==> config.mk <==
export PLATFORM = sky130hd
export DESIGN_NAME = alu_result_collector
export DESIGN_NICKNAME = d
export VERILOG_FILES = /design/src/rtl/alu_pkg.sv /design/src/rtl/alu_res_fifo.sv /design/src/rtl/alu_result_collector.sv
export SDC_FILE = /design/constraint.sdc
export NUM_CORES = 1
export LEC_CHECK = 0
export BUFFER_PORTS_ARGS = -buffer_cell sky130_fd_sc_hd__buf_2
export CAP_MARGIN = 10
export CORE_MARGIN = 2
export CORE_UTILIZATION = 50
export CTS_CLUSTER_DIAMETER = 60
export DETAILED_ROUTE_END_ITERATION = 8
export PLACE_DENSITY = 0.76
export SYNTH_ARGS = -nofsm -noshare
export SYNTH_HDL_FRONTEND = slang
export SYNTH_SLANG_ARGS = --single-unit
==> constraint.sdc <==
create_clock -name CLK_RES -period 2.19 [get_ports CLK_RES]
set_input_delay 0.1095 -clock CLK_RES [delete_from_list [all_inputs] [get_ports CLK_RES]]
set_output_delay 0.1095 -clock CLK_RES [all_outputs]
set_load 0.05 [all_outputs]
==> src/rtl/alu_pkg.sv <==
// Shared definitions for the ALU result path.
// Holds the unit tag encoding used to label results from the four ALU units,
// plus a helper that gives the width of one packed collector entry
// ({unit tag, carry, data}) for a given data-field width.
package alu_pkg;

   localparam int UNIT_W = 2;

   // Tag values double as the arbitration order: lower tag wins when
   // several units flag a result in the same cycle.
   typedef enum logic [UNIT_W-1:0] {
      UNIT_ARITH = 2'd0,
      UNIT_LOGIC = 2'd1,
      UNIT_CMP   = 2'd2,
      UNIT_SHIFT = 2'd3
   } unit_e;

   // Packed entry layout, MSB first: unit tag, carry bit, data field.
   function automatic int entryWidth(input int dataW);
      return UNIT_W + 1 + dataW;
   endfunction

endpackage

==> src/rtl/alu_res_fifo.sv <==
// Generic synchronous FIFO with a registered head.
// Ports:
//   clk_i        rising-edge clock
//   rst_i        synchronous active-high reset, empties the FIFO
//   push_i       write pushData_i this cycle (dropped if full and not popping)
//   pushData_i   entry to write
//   pop_i        consume the head this cycle (ignored while empty)
//   full_o       FIFO holds DEPTH entries
//   empty_o      FIFO holds no entries
//   level_o      current occupancy, 0..DEPTH
//   headData_o   oldest entry, forced to zero while empty
//   overflow_o   push refused this cycle because the FIFO was full
module alu_res_fifo
   import alu_pkg::*;
#(
   parameter int WIDTH = 35,
   parameter int DEPTH = 4
) (
   input  logic                       clk_i,
   input  logic                       rst_i,
   input  logic                       push_i,
   input  logic [WIDTH-1:0]           pushData_i,
   input  logic                       pop_i,
   output logic                       full_o,
   output logic                       empty_o,
   output logic [$clog2(DEPTH):0]     level_o,
   output logic [WIDTH-1:0]           headData_o,
   output logic                       overflow_o
);

   localparam int PTR_W = $clog2(DEPTH);
   localparam int LVL_W = PTR_W + 1;

   logic [WIDTH-1:0] mem_q [DEPTH];
   logic [PTR_W-1:0] wrPtr_q, wrPtr_d;
   logic [PTR_W-1:0] rdPtr_q, rdPtr_d;
   logic [LVL_W-1:0] level_q, level_d;
   logic             doPush;
   logic             doPop;

   // A pop frees a slot in the same edge, so a full FIFO can still accept a
   // push when it is also being drained; only a push with no pop is refused.
   always_comb begin
      empty_o    = (level_q == '0);
      full_o     = (level_q == LVL_W'(DEPTH));
      doPop      = pop_i && !empty_o;
      doPush     = push_i && (!full_o || doPop);
      overflow_o = push_i && full_o && !doPop;
   end

   // Pointers are power-of-two sized so they wrap on their own; the level
   // only moves when exactly one of push/pop takes effect.
   always_comb begin
      wrPtr_d = wrPtr_q;
      rdPtr_d = rdPtr_q;
      level_d = level_q;
      if (doPush) wrPtr_d = wrPtr_q + PTR_W'(1);
      if (doPop)  rdPtr_d = rdPtr_q + PTR_W'(1);
      case ({doPush, doPop})
         2'b10:   level_d = level_q + LVL_W'(1);
         2'b01:   level_d = level_q - LVL_W'(1);
         default: level_d = level_q;
      endcase
   end

   // Control state with synchronous reset.
   always_ff @(posedge clk_i) begin
      if (rst_i) begin
         wrPtr_q <= '0;
         rdPtr_q <= '0;
         level_q <= '0;
      end else begin
         wrPtr_q <= wrPtr_d;
         rdPtr_q <= rdPtr_d;
         level_q <= level_d;
      end
   end

   // Storage needs no reset: unread slots are never visible because the
   // head is masked while empty.
   always_ff @(posedge clk_i) begin
      if (doPush && !rst_i) mem_q[wrPtr_q] <= pushData_i;
   end

   // Head comes straight from storage, so a push is visible one edge later
   // at the earliest; nothing is bypassed combinationally.
   always_comb begin
      headData_o = empty_o ? '0 : mem_q[rdPtr_q];
      level_o    = level_q;
   end

endmodule

==> src/rtl/alu_result_collector.sv <==
// Collects per-unit ALU results into a tagged FIFO and drains them to a
// consumer over a valid/ready handshake.
// Ports:
//   CLK_RES, RST_RES                clock and synchronous active-high reset
//   ARITH/LOGIC/CMP/SHIFT_Flag_RES  unit result valid strobes
//   ARITH_OUT_RES, Carry_out_RES    arithmetic result and carry
//   LOGIC_OUT_RES, CMP_OUT_RES,
//   SHIFT_OUT_RES                   narrower unit results (zero-extended)
//   OUT_VALID_RES / OUT_READY_RES   head handshake
//   OUT_UNIT_RES, OUT_CARRY_RES,
//   OUT_DATA_RES                    head entry fields
//   LEVEL_RES                       FIFO occupancy
//   OVF_ERR_RES                     sticky: a result was dropped on a full FIFO
//   MULTI_ERR_RES                   sticky: more than one flag in one cycle
module alu_result_collector
   import alu_pkg::*;
#(
   parameter int A_width_RES    = 16,
   parameter int B_width_RES    = 16,
   parameter int DATA_width_RES = A_width_RES + B_width_RES,
   parameter int FIFO_DEPTH_RES = 4
) (
   input  logic                          CLK_RES,
   input  logic                          RST_RES,
   input  logic                          ARITH_Flag_RES,
   input  logic                          LOGIC_Flag_RES,
   input  logic                          CMP_Flag_RES,
   input  logic                          SHIFT_Flag_RES,
   input  logic [DATA_width_RES-1:0]     ARITH_OUT_RES,
   input  logic                          Carry_out_RES,
   input  logic [A_width_RES-1:0]        LOGIC_OUT_RES,
   input  logic [2:0]                    CMP_OUT_RES,
   input  logic [A_width_RES-1:0]        SHIFT_OUT_RES,
   output logic                          OUT_VALID_RES,
   input  logic                          OUT_READY_RES,
   output logic [1:0]                    OUT_UNIT_RES,
   output logic                          OUT_CARRY_RES,
   output logic [DATA_width_RES-1:0]     OUT_DATA_RES,
   output logic [$clog2(FIFO_DEPTH_RES):0] LEVEL_RES,
   output logic                          OVF_ERR_RES,
   output logic                          MULTI_ERR_RES
);

   localparam int ENTRY_W = entryWidth(DATA_width_RES);

   logic                      anyFlag;
   logic                      multiFlag;
   unit_e                     pushUnit;
   logic                      pushCarry;
   logic [DATA_width_RES-1:0] pushData;
   logic [ENTRY_W-1:0]        pushEntry;
   logic [ENTRY_W-1:0]        headEntry;
   logic                      fifoFull;
   logic                      fifoEmpty;
   logic                      fifoOverflow;
   logic                      ovfErr_q, ovfErr_d;
   logic                      multiErr_q, multiErr_d;

   // Fixed-priority pick of one unit per cycle; narrower results are
   // zero-extended and carry only travels with arithmetic results.
   always_comb begin
      pushUnit  = UNIT_ARITH;
      pushCarry = 1'b0;
      pushData  = '0;
      if (ARITH_Flag_RES) begin
         pushUnit  = UNIT_ARITH;
         pushCarry = Carry_out_RES;
         pushData  = ARITH_OUT_RES;
      end else if (LOGIC_Flag_RES) begin
         pushUnit  = UNIT_LOGIC;
         pushData  = DATA_width_RES'(LOGIC_OUT_RES);
      end else if (CMP_Flag_RES) begin
         pushUnit  = UNIT_CMP;
         pushData  = DATA_width_RES'(CMP_OUT_RES);
      end else if (SHIFT_Flag_RES) begin
         pushUnit  = UNIT_SHIFT;
         pushData  = DATA_width_RES'(SHIFT_OUT_RES);
      end
      pushEntry = {pushUnit, pushCarry, pushData};
   end

   // Any pairwise overlap of the strobes means a result was lost to arbitration.
   always_comb begin
      anyFlag   = ARITH_Flag_RES | LOGIC_Flag_RES | CMP_Flag_RES | SHIFT_Flag_RES;
      multiFlag = (ARITH_Flag_RES & LOGIC_Flag_RES) | (ARITH_Flag_RES & CMP_Flag_RES) |
                  (ARITH_Flag_RES & SHIFT_Flag_RES) | (LOGIC_Flag_RES & CMP_Flag_RES) |
                  (LOGIC_Flag_RES & SHIFT_Flag_RES) | (CMP_Flag_RES & SHIFT_Flag_RES);
   end

   alu_res_fifo #(
      .WIDTH (ENTRY_W),
      .DEPTH (FIFO_DEPTH_RES)
   ) u_fifo (
      .clk_i      (CLK_RES),
      .rst_i      (RST_RES),
      .push_i     (anyFlag),
      .pushData_i (pushEntry),
      .pop_i      (OUT_READY_RES),
      .full_o     (fifoFull),
      .empty_o    (fifoEmpty),
      .level_o    (LEVEL_RES),
      .headData_o (headEntry),
      .overflow_o (fifoOverflow)
   );

   // Error flags only ever accumulate; reset is the sole way to clear them.
   always_comb begin
      ovfErr_d   = ovfErr_q | fifoOverflow;
      multiErr_d = multiErr_q | multiFlag;
   end

   always_ff @(posedge CLK_RES) begin
      if (RST_RES) begin
         ovfErr_q   <= 1'b0;
         multiErr_q <= 1'b0;
      end else begin
         ovfErr_q   <= ovfErr_d;
         multiErr_q <= multiErr_d;
      end
   end

   // Head fields are unpacked from the registered FIFO head; the FIFO
   // already zeroes the head while empty.
   always_comb begin
      OUT_VALID_RES = !fifoEmpty;
      OUT_UNIT_RES  = headEntry[ENTRY_W-1 -: 2];
      OUT_CARRY_RES = headEntry[DATA_width_RES];
      OUT_DATA_RES  = headEntry[DATA_width_RES-1:0];
      OVF_ERR_RES   = ovfErr_q;
      MULTI_ERR_RES = multiErr_q;
   end

   // fifoFull is only needed for the overflow decision inside the FIFO.
   logic unusedFull;
   assign unusedFull = fifoFull;

endmodule

---- Word-level counts from Yosys, hierarchy flattened ----
Memories as Yosys holds them, arrays and structs flattened. A register that Yosys moved wholly into a read port is not among the register bits.
Index checks and enable logic that the tools add are counted.
cells by class
  reduce and logical (&&, ||, !) cells .... 12
  eq/ne operators ......................... 3
  bitwise gates (word level) .............. 16
  multiplexer cells ....................... 15
  $add $sub $neg .......................... 4
operator list
  kind                   number
  $mux W16               3
  $mux W35               1
  $mux W32               1
  $mux W2                6
  $or A1 B1 Y1           10
  $and A1 B1 Y1          6
  $pmux W3 S2            1
  $logic_and A1 B1 Y1    5
  $add A2 B1 Y2 const B  2
  $logic_not A1 Y1       4
  $add A3 B1 Y3 const B  1
  $eq A3 B3 Y1 const B   1
  $logic_not A3 Y1       1
  $mux W1                3
  $sub A3 B1 Y3 const B  1
  $eq A2 B1 Y1 const B   1
  $eq A2 B2 Y1 const B   1
  $reduce_bool A2 Y1     1
  $logic_or A1 B1 Y1     1
storage, ports and cells
  memories kept ........................... 1
  output and inout bits ................... 41
  memory bits (writable) .................. 140
  bits in registers ....................... 9
  input port bits ......................... 75
memory list
  memory        words  bits a word  read ports  clocked after memory_dff  wr ports  RTL line            source
  u_fifo.mem_q  4      35           1           1                         1         alu_res_fifo.sv:34  logic [WIDTH-1:0] mem_q [DEPTH];

---- Logic depth before layout (Yosys ltp) ----
  depth after elaboration ................. 8
  gate-level depth with buffers ........... 10
  mapped depth without buffers ............ 9

---- By module ----
Synthesis repeated with hierarchy kept, for this count alone.
second synthesis, totals
  cell total of the unflattened synthesis .. 387
  area, all modules ....................... 6,530.0 um^2
by module, submodules not included
  module                area each (um^2)  times used  seq. area each (um^2)  cells an instance
  alu_res_fifo          5,919.4           1           4,384.2                291
  alu_result_collector  610.6             1           40.0                   96

---- Worst setup path before layout ----
OpenSTA, ideal clock, no wires.
  kind .................................... register -> register
  start ................................... reg u_fifo.level_q[2], in the netlist u_fifo.level_o[2]
  end ..................................... reg u_fifo.level_q[2], in the netlist u_fifo.level_o[2]
  data required time ...................... 2.119 ns
  clock period less this slack ............ 2.434 ns
  path slack .............................. -0.244 ns
  cell stages (with the launch flop) ...... 10
  path buffers ............................ 0
  arrival ................................. 2.364 ns
  setup time .............................. 0.071 ns
  cell sequence ........................... dfxtp_1 nor4b_2 nor2_1 inv_1 ha_1 inv_1 fa_1 xor2_1 or3_1 a21oi_1
between the ends
  cells in the longest elaborated chain, start to end .. 7
RTL lines
  element                                            RTL line            source
  start, declared                                    alu_res_fifo.sv:37  logic [LVL_W-1:0] level_q, level_d;
  start signal, assigned                             alu_res_fifo.sv:75  level_q <= level_d;
  $logic_not A3 Y1                                   alu_res_fifo.sv:44  empty_o = (level_q == '0);
  $logic_not A1 Y1                                   alu_res_fifo.sv:46  doPop = pop_i && !empty_o;
  $logic_and A1 B1 Y1                                alu_res_fifo.sv:46
  $logic_or A1 B1 Y1                                 alu_res_fifo.sv:47  doPush = push_i && (!full_o || doPop);
  $logic_and A1 B1 Y1                                alu_res_fifo.sv:47
  $eq A2 B1 Y1 or $eq A2 B2 Y1 (tied branches)       alu_res_fifo.sv:59  case ({doPush, doPop})
  $pmux W3 S2 or $reduce_bool A2 Y1 (tied branches)  n/a
Several ways; a longest one is shown, not always the timed one.
A chain may end at the register's enable or synchronous reset.

---- Worst setup path after layout ----
  start ................................... reg u_fifo.level_q[1], in the netlist u_fifo.level_o[1]
  end ..................................... reg u_fifo.level_q[2], in the netlist u_fifo.level_o[2]
Same word-level chain as after synthesis.

==> impl_results.md <==
* H-Tree Depth at 4
* Tcrit/Tclk final at 97.1%
* Final slew viol count at 0
* Seq/Total Area, Yosys at 68.6%
* Largest family of logic cells by synthesized area: multiplexers
* Worst Path Required at 2.53 ns
* Clock Pin Slew Worst Setup and Hold Paths at 0.06 ns
* Tightest Pin Transition at 0.980 ns
* Die Ht at 118 µm
* Initial Util at 51.1%
* Mapped Cells at 358
* Sink Count at 151
* Clock skew at 0.00758 ns
* Die X at 118 µm
* First-pass GRT wire length at 20,000 µm
* DR WL/cell at 18.5 µm
* I/O Pins at 116
* GRT overflow at 0
* Via density at 5.41
* Critical Path Sink Type: flop
* HPWL Detailed at 7910 µm
* Area grow syn2layout at 22.2%
* PwrDens at 1290 nW/µm²
* Final Instance Count excl. Fillers at 675
* Num CTS Buffers at 17
* Setup TNS at 0 ns
* DR vias at 3,652
* GR Layer Usage met1 at 24.4%
* Clk_lat worst skew at 0.42 ns
* Total track usage at 19.2%
* Clock root buffer: clkbuf_16
* Placed cells at 643
* Mapped Nets at 439
* Std-Cell Core Area at 12,600 µm²
* Startpoint Class: flop
* Simple-gate share of the synthesized area at 9.71%
* Fmax at 0.470 GHz
* FF+latch count, synth at 151
* Synth cell types at 34
* Slowest stage delay, CP at 0.38 ns
* Vias in the first global route at 3,865
* P_leak at 2.98 nW
* Filler Cell Count at 926
* DR pass1 iterations at 6
* Antenna-violating nets left at 0
* Layer with the highest usage: met2
* Slew margin rel. at 34.5%
* # rows at 41
* Syn avg cell area at 18.0 µm²
* Post-CTS setup buffer count at 0
* CP arrival at 2.47 ns
* CTS tree: built
* Synth Area in XOR/XNOR at 0.407%
* Slowest cell on crit path: fa_1
* Crit Path Class: reg2reg
* Routability cong. at 0.714
* Post-Syn Area at 6450 µm²
* Largest net degree at the start of global routing at 44
* Port Buffers at 115
* Antenna violations before repair at 0
* Max Fanout on Critical Path at 3
* Min-Delay Path Class: in2reg
* # setup viols final at 0
* DRC Markers at 0
* Mux cell area share after synthesis at 12.6%
* Share of layout cells above drive strength 1 at 43.5%
* CP Cell Sequence: nor4b_4 -> nor2_2 -> inv_1 -> ha_2 -> inv_1 -> fa_1 -> xor2_1 -> or3_1 -> a21oi_1
* Peak supply drop at 1.22 mV
* Post-layout minimum cycle time at 2.13 ns
* Post-synthesis adder-cell area fraction at 1.28%
* DRT Wirelength at 12,500 µm
* Total of max-cap violations at 0
* Status: complete, no violations
* Nets@finish at 572
* Top cell by count, worst path: inv_1
* Synth Area in Compound Gates at 3.70%
* Die area at 13,800 µm²
* Initial DRC count at 270
* CTS max path bufs at 2
* Diode count at 0
* Warnings from Yosys at 0
* Met2 Track Usage GR at 32.0%
* Final Hold Fails at 0
* Met3 GRT Util at 4.80%
-- placed cells by master, fill, tap and decap left out, types with 2 or more instances in the layout --
master	synthesis	routed
buf_4	1	15
bufinv_16	0	3
nor3_1	3	2
edfxtp_1	140	140
mux4_2	35	35
buf_2	9	115
nor2b_1	29	29
and2_2	0	4
a222oi_1	13	13
a211o_1	2	2
nand2_1	4	4
and2_1	21	17
o31ai_1	4	4
xor2_1	3	3
or3_1	2	2
dfxtp_1	11	8
a21oi_1	5	5
nor2_1	13	12
buf_12	3	4
dfxtp_2	0	3
nand2b_1	2	2
clkinv_2	0	3
nor2b_4	11	11
clkinv_1	0	7
nor4b_4	1	2
inv_1	21	21
ha_1	5	4
a221oi_1	3	3
clkbuf_16	0	17
-- logic make-up (layout without fill, tap and decap cells) --
family	Yosys count	count (layout)
flip-flops	151	151
XOR/XNOR	3	3
adder cells (fa/ha/maj)	6	6
multiplexers	37	37
buffers and inverters	43	188
AND/OR/NAND/NOR	89	89
AO/OA/AOI/OAI	29	29
-- worst max-delay path, delay by kind of cell, from the launching register on --
kind,cells,cell delay [ns]
AND/OR/NAND/NOR,3,0.72
flip-flops,1,0.34
AO/OA/AOI/OAI,1,0.14
adder cells (fa/ha/maj),2,0.57
XOR/XNOR,1,0.16
buffers and inverters,2,0.13
-- metal layers --
metal  vias to the layer above  wire length (µm)
met5                         -                 0
met4                         0               133
li1                       1662                 -
met1                      1848              5210
met3                        12               675
met2                       130              6450
-- path summary, 6_finish.rpt --
kind,cells past startpoint,to,slack [ns],start
min reg2reg,2,OVF_ERR_RES$_SDFF_PP0_,0.46,OVF_ERR_RES$_SDFF_PP0_
max reg2reg,9,u_fifo.level_o[2]$_SDFFE_PP0P_,0.06,u_fifo.level_o[1]$_SDFFE_PP0P_
min,2,u_fifo.mem_q[2][30]$_DFFE_PP_,0.06,ARITH_OUT_RES[30]
max,9,u_fifo.level_o[2]$_SDFFE_PP0P_,0.06,u_fifo.level_o[1]$_SDFFE_PP0P_
-- area by class of cell --
cell class	instances	area, µm²	share of cell area (%)
clock buffer	17	425	5.39
clock inverter	14	140	1.78
inverter	21	78.8	0.999
multi-input combinational	164	1810	23.0
sequential	151	4430	56.1
tap	172	215	2.73
timing repair buffer	136	790	10.0
-- per-stage QoR --
step / util [%] / hold slack (ns) / power, W / area [µm²] / worst slack [ns]
2_1_floorplan: - / 0.290 / 0.00664 / 6460 / -0.145
5_1_grt: 62.5 / 0.0577 / 0.0106 / 7890 / -0.0204
3_3_place_gp: 57.8 / 0.423 / 0.00742 / 7300 / 0.127
4_1_cts: 62.4 / 0.0343 / 0.0103 / 7870 / 0.0122
6_report: 62.5 / 0.0581 / 0.0102 / 7890 / 0.0638
3_5_place_dp: 57.8 / 0.441 / 0.00748 / 7300 / 0.0214
-- sequential cells by signal (all words and copies together) (netlist names), named ones only --
register        flops
u_fifo.mem_q      140
u_fifo.level_o      3
u_fifo.rdPtr_q      2
OVF_ERR_RES         1
MULTI_ERR_RES       1
u_fifo.wrPtr_q      2
-- Yosys cell counts, drive strengths merged --
library cell	number	area, µm²
a211o	2	17.5
a21oi	5	25.0
a221oi	3	26.3
a222oi	13	130
and2	21	131
buf	15	135
clkbuf	7	27.5
dfxtp	11	220
edfxtp	140	4200
fa	1	20.0
ha	5	62.6
inv	21	78.8
mux2	1	15.0
mux2i	1	10.0
mux4	35	788
nand2	4	15.0
nand2b	2	12.5
nor2	13	48.8
nor2b	40	333
nor3	3	15.0
nor4	1	12.5
nor4b	2	38.8
o21ai	2	10.0
o31ai	4	30.0
or3	2	12.5
or4	1	7.51
xor2	3	26.3
-- what timing repair did --
action | CTS | global route
hold buffers | 1 | 0
endpoints found under the setup margin | 0 | 15
gates resized for setup | 0 | 4
hold endpoints to repair | 3 | 0
-- power breakdown --
part / switching, W / internal (W) / total (W)
Sequential: 0.0000951 / 0.00346 / 0.00355
Clock: 0.00105 / 0.00175 / 0.00280
Combinational: 0.00256 / 0.00128 / 0.00384
Note: power is estimated with default switching activity, not from simulation.
